==> config.mk <==
export PLATFORM = sky130hd
export DESIGN_NAME = dlsc_pipedelay_sink
export DESIGN_NICKNAME = d
export VERILOG_FILES = /design/src/rtl/dlsc_pipedelay_arst_slice.sv /design/src/rtl/dlsc_pipedelay_sink.sv
export SDC_FILE = /design/constraint.sdc
export NUM_CORES = 1
export LEC_CHECK = 0
export ABC_CLOCK_PERIOD_IN_PS = 3500
export CAP_MARGIN = 20
export CORE_ASPECT_RATIO = 1.1
export CORE_UTILIZATION = 30
export CTS_BUF_LIST = sky130_fd_sc_hd__clkbuf_4 sky130_fd_sc_hd__clkbuf_8
export CTS_CLUSTER_DIAMETER = 80
export DETAILED_ROUTE_END_ITERATION = 6
export HOLD_SLACK_MARGIN = 0.12
export SYNTH_ARGS = -nofsm -noshare
export SYNTH_HDL_FRONTEND = slang
export SYNTH_SLANG_ARGS = --single-unit
==> constraint.sdc <==
create_clock -name clk -period 3.5 [get_ports clk]
set_input_delay 0.35 -clock clk [delete_from_list [all_inputs] [get_ports clk]]
set_output_delay 0.35 -clock clk [all_outputs]
set_load 0.02 [all_outputs]
==> src/rtl/dlsc_pipedelay_arst_slice.sv <==
// ---------------------------------------------------------------------------
// dlsc_pipedelay_arst_slice
//   Plain DELAY-stage shift register with asynchronous active-low reset to 0
//   and no clock enable. Used as the valid-tracking delay line that mirrors
//   the external fixed-latency pipeline.
//
// Ports
//   clk       rising-edge clock
//   rst_n     asynchronous active-low reset; clears every stage to 0
//   in_data   value entering the first stage
//   out_data  value leaving the last stage (DELAY cycles after entry)
// ---------------------------------------------------------------------------
module dlsc_pipedelay_arst_slice #(
    parameter int DATA  = 1,
    parameter int DELAY = 1
) (
    input  logic            clk,
    input  logic            rst_n,
    input  logic [DATA-1:0] in_data,
    output logic [DATA-1:0] out_data
);

    logic [DATA-1:0] stage [DELAY];

    always_ff @(posedge clk or negedge rst_n) begin
        if (!rst_n) begin
            for (int i = 0; i < DELAY; i++) begin
                stage[i] <= '0;
            end
        end else begin
            stage[0] <= in_data;
            for (int i = 1; i < DELAY; i++) begin
                stage[i] <= stage[i-1];
            end
        end
    end

    assign out_data = stage[DELAY-1];

endmodule

==> src/rtl/dlsc_pipedelay_sink.sv <==
// ---------------------------------------------------------------------------
// dlsc_pipedelay_sink
//   Credit-based sink for an external fixed-latency pipeline. Upstream issues
//   operations only while a credit is free; each result arrives on pipe_data
//   exactly DELAY cycles later, is captured into an in-order circular buffer
//   and is presented downstream through a valid/ready output.
//
// Handshake rule (both sides): a transfer happens in a cycle where valid and
//   ready are both 1. valid never depends on ready. out_data is held stable
//   while out_valid=1 and out_ready=0.
//
// Ports
//   clk        rising-edge clock
//   rst_n      asynchronous active-low reset
//   in_valid   upstream wants to issue an operation
//   in_ready   registered; a credit is available
//   issue      in_valid && in_ready; external pipeline starts an operation
//   pipe_data  pipeline result, valid DELAY cycles after its issue
//   out_valid  storage non-empty; out_data holds the oldest result
//   out_ready  downstream accepts out_data
//   out_data   oldest stored result
//   count      items issued but not yet popped (in flight + stored)
// ---------------------------------------------------------------------------
module dlsc_pipedelay_sink #(
    parameter int DELAY = 1,
    parameter int DATA  = 1,
    parameter int DEPTH = 4
) (
    input  logic                       clk,
    input  logic                       rst_n,
    input  logic                       in_valid,
    output logic                       in_ready,
    output logic                       issue,
    input  logic [DATA-1:0]            pipe_data,
    output logic                       out_valid,
    input  logic                       out_ready,
    output logic [DATA-1:0]            out_data,
    output logic [$clog2(DEPTH+1)-1:0] count
);

    localparam int CW = $clog2(DEPTH+1);
    localparam int PW = $clog2(DEPTH);
    localparam logic [CW-1:0] CNT_MAX  = CW'(DEPTH);
    localparam logic [PW-1:0] PTR_LAST = PW'(DEPTH-1);

    logic [DATA-1:0] mem [DEPTH];
    logic [PW-1:0]   wr_ptr;
    logic [PW-1:0]   rd_ptr;
    logic [CW-1:0]   fill;
    logic [CW-1:0]   fill_next;
    logic [CW-1:0]   count_next;
    logic            pipe_valid;
    logic            pop;

    // Explicit wrap so any DEPTH works, not only powers of two.
    function automatic logic [PW-1:0] ptr_inc(input logic [PW-1:0] p);
        return (p == PTR_LAST) ? '0 : p + PW'(1);
    endfunction

    assign issue     = in_valid && in_ready;
    assign out_valid = (fill != '0);
    assign pop       = out_valid && out_ready;
    assign out_data  = mem[rd_ptr];

    // Mirrors the external pipeline: its output marks the cycle in which
    // pipe_data carries a result that must be captured.
    dlsc_pipedelay_arst_slice #(
        .DATA  (1),
        .DELAY (DELAY)
    ) u_valid_delay (
        .clk      (clk),
        .rst_n    (rst_n),
        .in_data  (issue),
        .out_data (pipe_valid)
    );

    always_comb begin
        count_next = count;
        case ({issue, pop})
            2'b10:   count_next = count + CW'(1);
            2'b01:   count_next = count - CW'(1);
            default: count_next = count;
        endcase
    end

    always_comb begin
        fill_next = fill;
        case ({pipe_valid, pop})
            2'b10:   fill_next = fill + CW'(1);
            2'b01:   fill_next = fill - CW'(1);
            default: fill_next = fill;
        endcase
    end

    always_ff @(posedge clk or negedge rst_n) begin
        if (!rst_n) begin
            wr_ptr   <= '0;
            rd_ptr   <= '0;
            fill     <= '0;
            count    <= '0;
            in_ready <= 1'b0;
        end else begin
            if (pipe_valid) wr_ptr <= ptr_inc(wr_ptr);
            if (pop)        rd_ptr <= ptr_inc(rd_ptr);
            fill     <= fill_next;
            count    <= count_next;
            // Credits cover in-flight items too, so storage cannot overflow.
            in_ready <= (count_next < CNT_MAX);
        end
    end

    // Storage is deliberately unreset.
    always_ff @(posedge clk) begin
        if (pipe_valid) mem[wr_ptr] <= pipe_data;
    end

`ifndef SYNTHESIS
    always @(posedge clk) begin
        if (rst_n) begin
            assert (!(pipe_valid && (fill == CNT_MAX)))
                else $error("dlsc_pipedelay_sink: write into full storage");
            assert (!(pop && (count == '0)))
                else $error("dlsc_pipedelay_sink: pop with count=0");
        end
    end
`endif

endmodule

After elaboration in Yosys (flattened, before gate mapping)
Memory sizes are Yosys's and may differ from the RTL's.
Index checks and enable logic that the tools add are counted.
Storage, ports and cells
  output and inout port bits: 7
  bits in writable memories: 4
  ROM bits: 0
  bits in registers: 12
  input bits: 5
  word-level logic and storage cells: 30
  memories: 1
  latch bits: 0
Memory list
  mem: depth 4, bits a word 1, rd ports 1, clocked after Yosys merged registers in 0, write ports 1, RTL line dlsc_pipedelay_sink.sv:46  | logic [DATA-1:0] mem [DEPTH];
Operators by class
  multiply operators: 0
  mux-type cells: 6
  $lt $le $gt $ge: 1
  reductions and logical operators: 4
  divide/modulo/power cells: 0
  shift-type cells: 0
  bitwise logic cells: 0
  add/sub/neg operators: 6
  eq/ne operators: 6
Operator list (count)
  3-bit one-hot mux with 2 select lines: 2
  2-bit equality test (second input constant): 4
  3-bit by 1-bit adder with 3-bit output (second input constant): 2
  3-bit by 1-bit subtractor with 3-bit output (second input constant): 2
  2-bit by 1-bit adder with 2-bit output (second input constant): 2
  2-bit by 1-bit equality test with 1-bit output (second input constant): 2
  2-bit 2-to-1 mux: 2
  3-bit less-than comparator (second input constant): 1
  3-bit nonzero test: 1
  1-bit logical AND: 2
  1-bit 2-to-1 mux: 2
  2-bit nonzero test: 1

Longest topological paths before layout
  word-level depth: 5
  gate-level depth with buffers: 9
  depth with buffers taken out: 9

By module
From an unflattened synthesis, not the netlist that was laid out.
Second synthesis, totals
  cell total of the unflattened synthesis: 59
  area, all modules: 795.8 um^2
Modules (own cells, without submodules)
  dlsc_pipedelay_sink: cells each 58, instances 1, seq. area each 395.4 um^2, area each 770.7 um^2
  dlsc_pipedelay_arst_slice: cells each 1, instances 1, seq. area each 25.0 um^2, area each 25.0 um^2

Worst setup path before layout
No wires, ideal clock.
  path type: reg2reg
  start: register fill[2]
  end: register (tool-made name)
  required time: 3420 ps
  setup time: 80 ps
  path slack: 1452 ps
  path buffers: 0
  arrival time: 1968 ps
  cell stages (with the launch flop): 9
  period minus slack after synthesis: 2048 ps
  cell sequence: dfrtp_1 or3_4 nand2_4 inv_1 ha_1 fa_1 xnor2_1 nor2_1 xor2_1
RTL lines
  start: declaration: RTL line dlsc_pipedelay_sink.sv:49  | logic [CW-1:0] fill;
  start signal: assignment: RTL line dlsc_pipedelay_sink.sv:105  | fill <= fill_next;

Final worst setup path
  start: register rd_ptr[0]
  end: output port out_data
On the way
  cells in the longest elaborated chain, start to end: 1
Ends and longest elaborated chain
  start: declaration: RTL line dlsc_pipedelay_sink.sv:48  | logic [PW-1:0] rd_ptr;
  start signal: assignment: RTL line dlsc_pipedelay_sink.sv:104  | if (pop) rd_ptr <= ptr_inc(rd_ptr);
  memory 4 x 1 bit
  end: declaration: RTL line dlsc_pipedelay_sink.sv:37  | output logic [DATA-1:0] out_data,
No other way between the ends.

==> reports/metrics.csv <==
stage,metric,value,unit
cells_and_area,Layout area overhead,22.01,%
critical_path,"Cell Chain, Critical Path",mux4_2 -> clkdlybuf4s50_1,
timing,Clock Skews,0.004822,ns
clock_network,PostCTS Resize Cnt,0,
timing,Hold Fails Final Rpt,0,
place,I/O Buffers,11,
cells_and_area,filler instances,251,
floorplanning,die area,2863,sq um
timing,Slew @ Worst Pin,0.5386,ns
clock_network,Clock Pin Slew Worst Setup and Hold Paths,0.09,ns
synthesis,Syn. warnings,0,
floorplanning,Die Span Y,56.02,um
floorplanning,IO Count,12,
power_and_ir_drop,Leakage,0.0004337,uW
clock_network,CTS buffer count,3,
power_and_ir_drop,switching share of total power,36.56,%
timing,slew margin rel.,63.98,%
clock_network,clock latency on the worst-skew pair,0.28,ns
synthesis,synthesized area,795.8,sq um
global_routing,number of global-route vias before repair,485,
critical_path,"Max FO, Critical Path",4,
global_routing,first-pass GRT wire length,1966,um
timing,setup_tns,0,ns
clock_network,CTS Hold Bufs,0,
synthesis,Seq cells post-synth,16,
power_and_ir_drop,Psw,314.9,uW
route,total wire length,1037,um
critical_path,"Arr. time, crit path",1.74,ns
clock_network,Clock Path Buffers,2,
floorplanning,die span in x,51.11,um
power_and_ir_drop,Clk network pwr share,11.2,%
timing,Worst Hold Slack,0.4134,ns
synthesis,Post-Syn Nets,73,
cells_and_area,nets,89,
timing,min cycle time layout,2.095,ns
clock_network,Max H-tree Level,1,
floorplanning,std cell rows,19,
cells_and_area,layout cells sized above 1,12.16,%
route,detailed-route DRC error count,0,
clock_network,setup repair bufs after CTS,0,
clock_network,CTS root buf,clkbuf_4,
power_and_ir_drop,combinational fraction of design power,49.5,%
critical_path,Crit. End Element,primary output,
cells_and_area,diode count,0,
route,DRT iter0 DRCs,7,
timing,Max Slew Vio Count,0,
power_and_ir_drop,Flop pwr share,39.4,%
route,WL/cell,9.876,um
clock_network,CTS tree,done,
place,GP Congestion,0.6664,
timing,endpoints failing setup,0,
floorplanning,Initial Util,31.88,%
global_routing,Tot GR Track Use,9.394,%
critical_path,"Largest delay share family, worst path",buffers and inverters,
power_and_ir_drop,PwrDens,887.1,nW/um^2
critical_path,crit start category,flip-flop,
route,drt via density,4.152,
timing,unrepaired setup endpoints after global routing,no,
power_and_ir_drop,Pint,546.4,uW
cells_and_area,Storage cell area,420.4,sq um
timing,Max Clock Freq,477.4,MHz
cells_and_area,multi-input logic area,345.3,sq um
global_routing,pin count of the biggest net entering global routing,13,
critical_path,Max stage delay on crit path,0.54,ns
min_path,worst hold path class,in -> async,
route,routed vias,436,
synthesis,Yosys cell types,18,
power_and_ir_drop,VDD IR max,0.0004826,V
route,drt first pass iters,3,
clock_network,# clock sinks,16,
synthesis,"Seq/Total Area, Yosys",52.83,%
critical_path,Worst EP required,3.15,ns
timing,post-route clock period utilization,59.84,%
floorplanning,area of the core,2496,sq um
critical_path,WP buf/inv,1,
status,outcome,completed,
global_routing,initial antenna violation count,0,
synthesis,Mean Syn Cell Area,13.49,sq um
critical_path,Setup CP Type,reg -> out,
global_routing,grt ovf,0,
synthesis,Cells after Synth,59,
place,DP Wirelength,835.7,um
run,Max Cap Viol,0,
critical_path,Crit-path slowest cell,clkdlybuf4s50_1,
route,Routed Antenna Nets,0,
-- sequential cells by signal (all words and copies together) (netlist names), named ones only --
register / cells
in_ready: 1
count: 2
fill: 3
rd_ptr: 2
wr_ptr: 2
mem: 4
u_valid_delay.out_data: 1
-- through the flow --
stage | utilization [%] | setup WS [ns] | instances | power (uW) | instance area (sq um)
after global placement | 37.84 | 1.392 | 101 | 766.9 | 944.7
after CTS | 38.90 | 1.382 | 105 | 879.1 | 970.9
after floorplan | - | 1.452 | 59 | 639.1 | 795.8
final | 38.90 | 1.405 | 105 | 861.3 | 970.9
after detailed placement | 37.84 | 1.377 | 101 | 779.5 | 944.7
after global routing | 38.90 | 1.267 | 105 | 945.4 | 970.9
-- kinds of logic after synthesis --
family                   count (synthesis)  share of synthesized area (%)
AO/OA/AOI/OAI                            2                          1.258
XOR/XNOR                                 7                          7.705
adder cells (fa/ha/maj)                  9                          16.04
buffers and inverters                    8                          3.774
flip-flops                              16                          52.83
multiplexers                             5                          9.277
AND/OR/NAND/NOR                         12                          9.120
-- layout make-up --
type                            count  share of cell area, %
Clock buffer                        3                  2.320
Tap cell                           31                  3.995
Clock inverter                      1                 0.3866
Sequential cell                    16                  43.30
Timing Repair Buffer               11                  11.34
Multi-Input combinational cell     35                  35.57
Inverter                            8                  3.093
-- cells in the mapped netlist --
cell type | n | area [sq um]
nand2_1 | 2 | 7.510
or3_4 | 1 | 11.26
ha_1 | 7 | 87.58
nor2_1 | 3 | 11.26
mux2i_1 | 1 | 10.01
inv_1 | 8 | 30.03
and2_1 | 4 | 25.02
mux2_4 | 2 | 30.03
xnor2_1 | 4 | 35.03
mux4_2 | 1 | 22.52
or3_1 | 1 | 6.260
edfxtp_1 | 4 | 120.1
xor2_1 | 3 | 26.28
o21ai_0 | 2 | 10.01
mux2_2 | 1 | 11.26
dfrtp_1 | 12 | 300.3
nand2_4 | 1 | 11.26
fa_1 | 2 | 40.04
-- path summary, 6_finish.rpt --
kind                                       start                     to  slack [ns]  cells past startpoint
hold / removal                             rst_n   count[0]$_DFFE_PN0N_        0.41                      1
setup reg to reg             fill[2]$_DFFE_PN0P_     in_ready$_DFF_PN0_        1.41                      8
hold reg to reg              fill[2]$_DFFE_PN0P_    fill[2]$_DFFE_PN0P_        0.49                      1
max in group asynchronous                  rst_n  wr_ptr[1]$_DFFE_PN0P_        2.73                      1
min in group clk             fill[2]$_DFFE_PN0P_    fill[2]$_DFFE_PN0P_        0.49                      1
setup / recovery           rd_ptr[0]$_DFFE_PN0P_               out_data        1.41                      2
-- power by group through the flow --
stage          Sequential (uW)  Combinational (uW)  Clock [uW]
3_3_place_gp               344                 423           0
4_1_cts                    342                 435         102
6_report                   339                 426        96.1
5_1_grt                    354                 479         112
3_5_place_dp               345                 435           0
2_1_floorplan              361                 278           0
-- placed cells by master (no fill, tap or decap) --
master           count
dfrtp_1             12
inv_1                8
mux2i_1              1
nand2_1              2
mux2_2               1
clkdlybuf4s50_1     11
nand2_4              1
nor2_1               3
or3_1                1
xor2_1               3
and2_1               4
ha_1                 7
clkbuf_4             3
mux2_4               2
xnor2_1              4
o21ai_0              2
clkinv_1             1
or3_4                1
edfxtp_1             4
fa_1                 2
mux4_2               1
-- per-layer routing --
layer	wire length, um	part of all wire (%)	track usage [%]	vias up
li1	-	-	-	223
met1	456	44	10.72	202
met2	523	50	15.04	9
met3	43	4.1	2.732	2
met4	14	1.4	5.952	0
met5	0	0	0	-
Note: power is estimated with default switching activity, not from simulation.
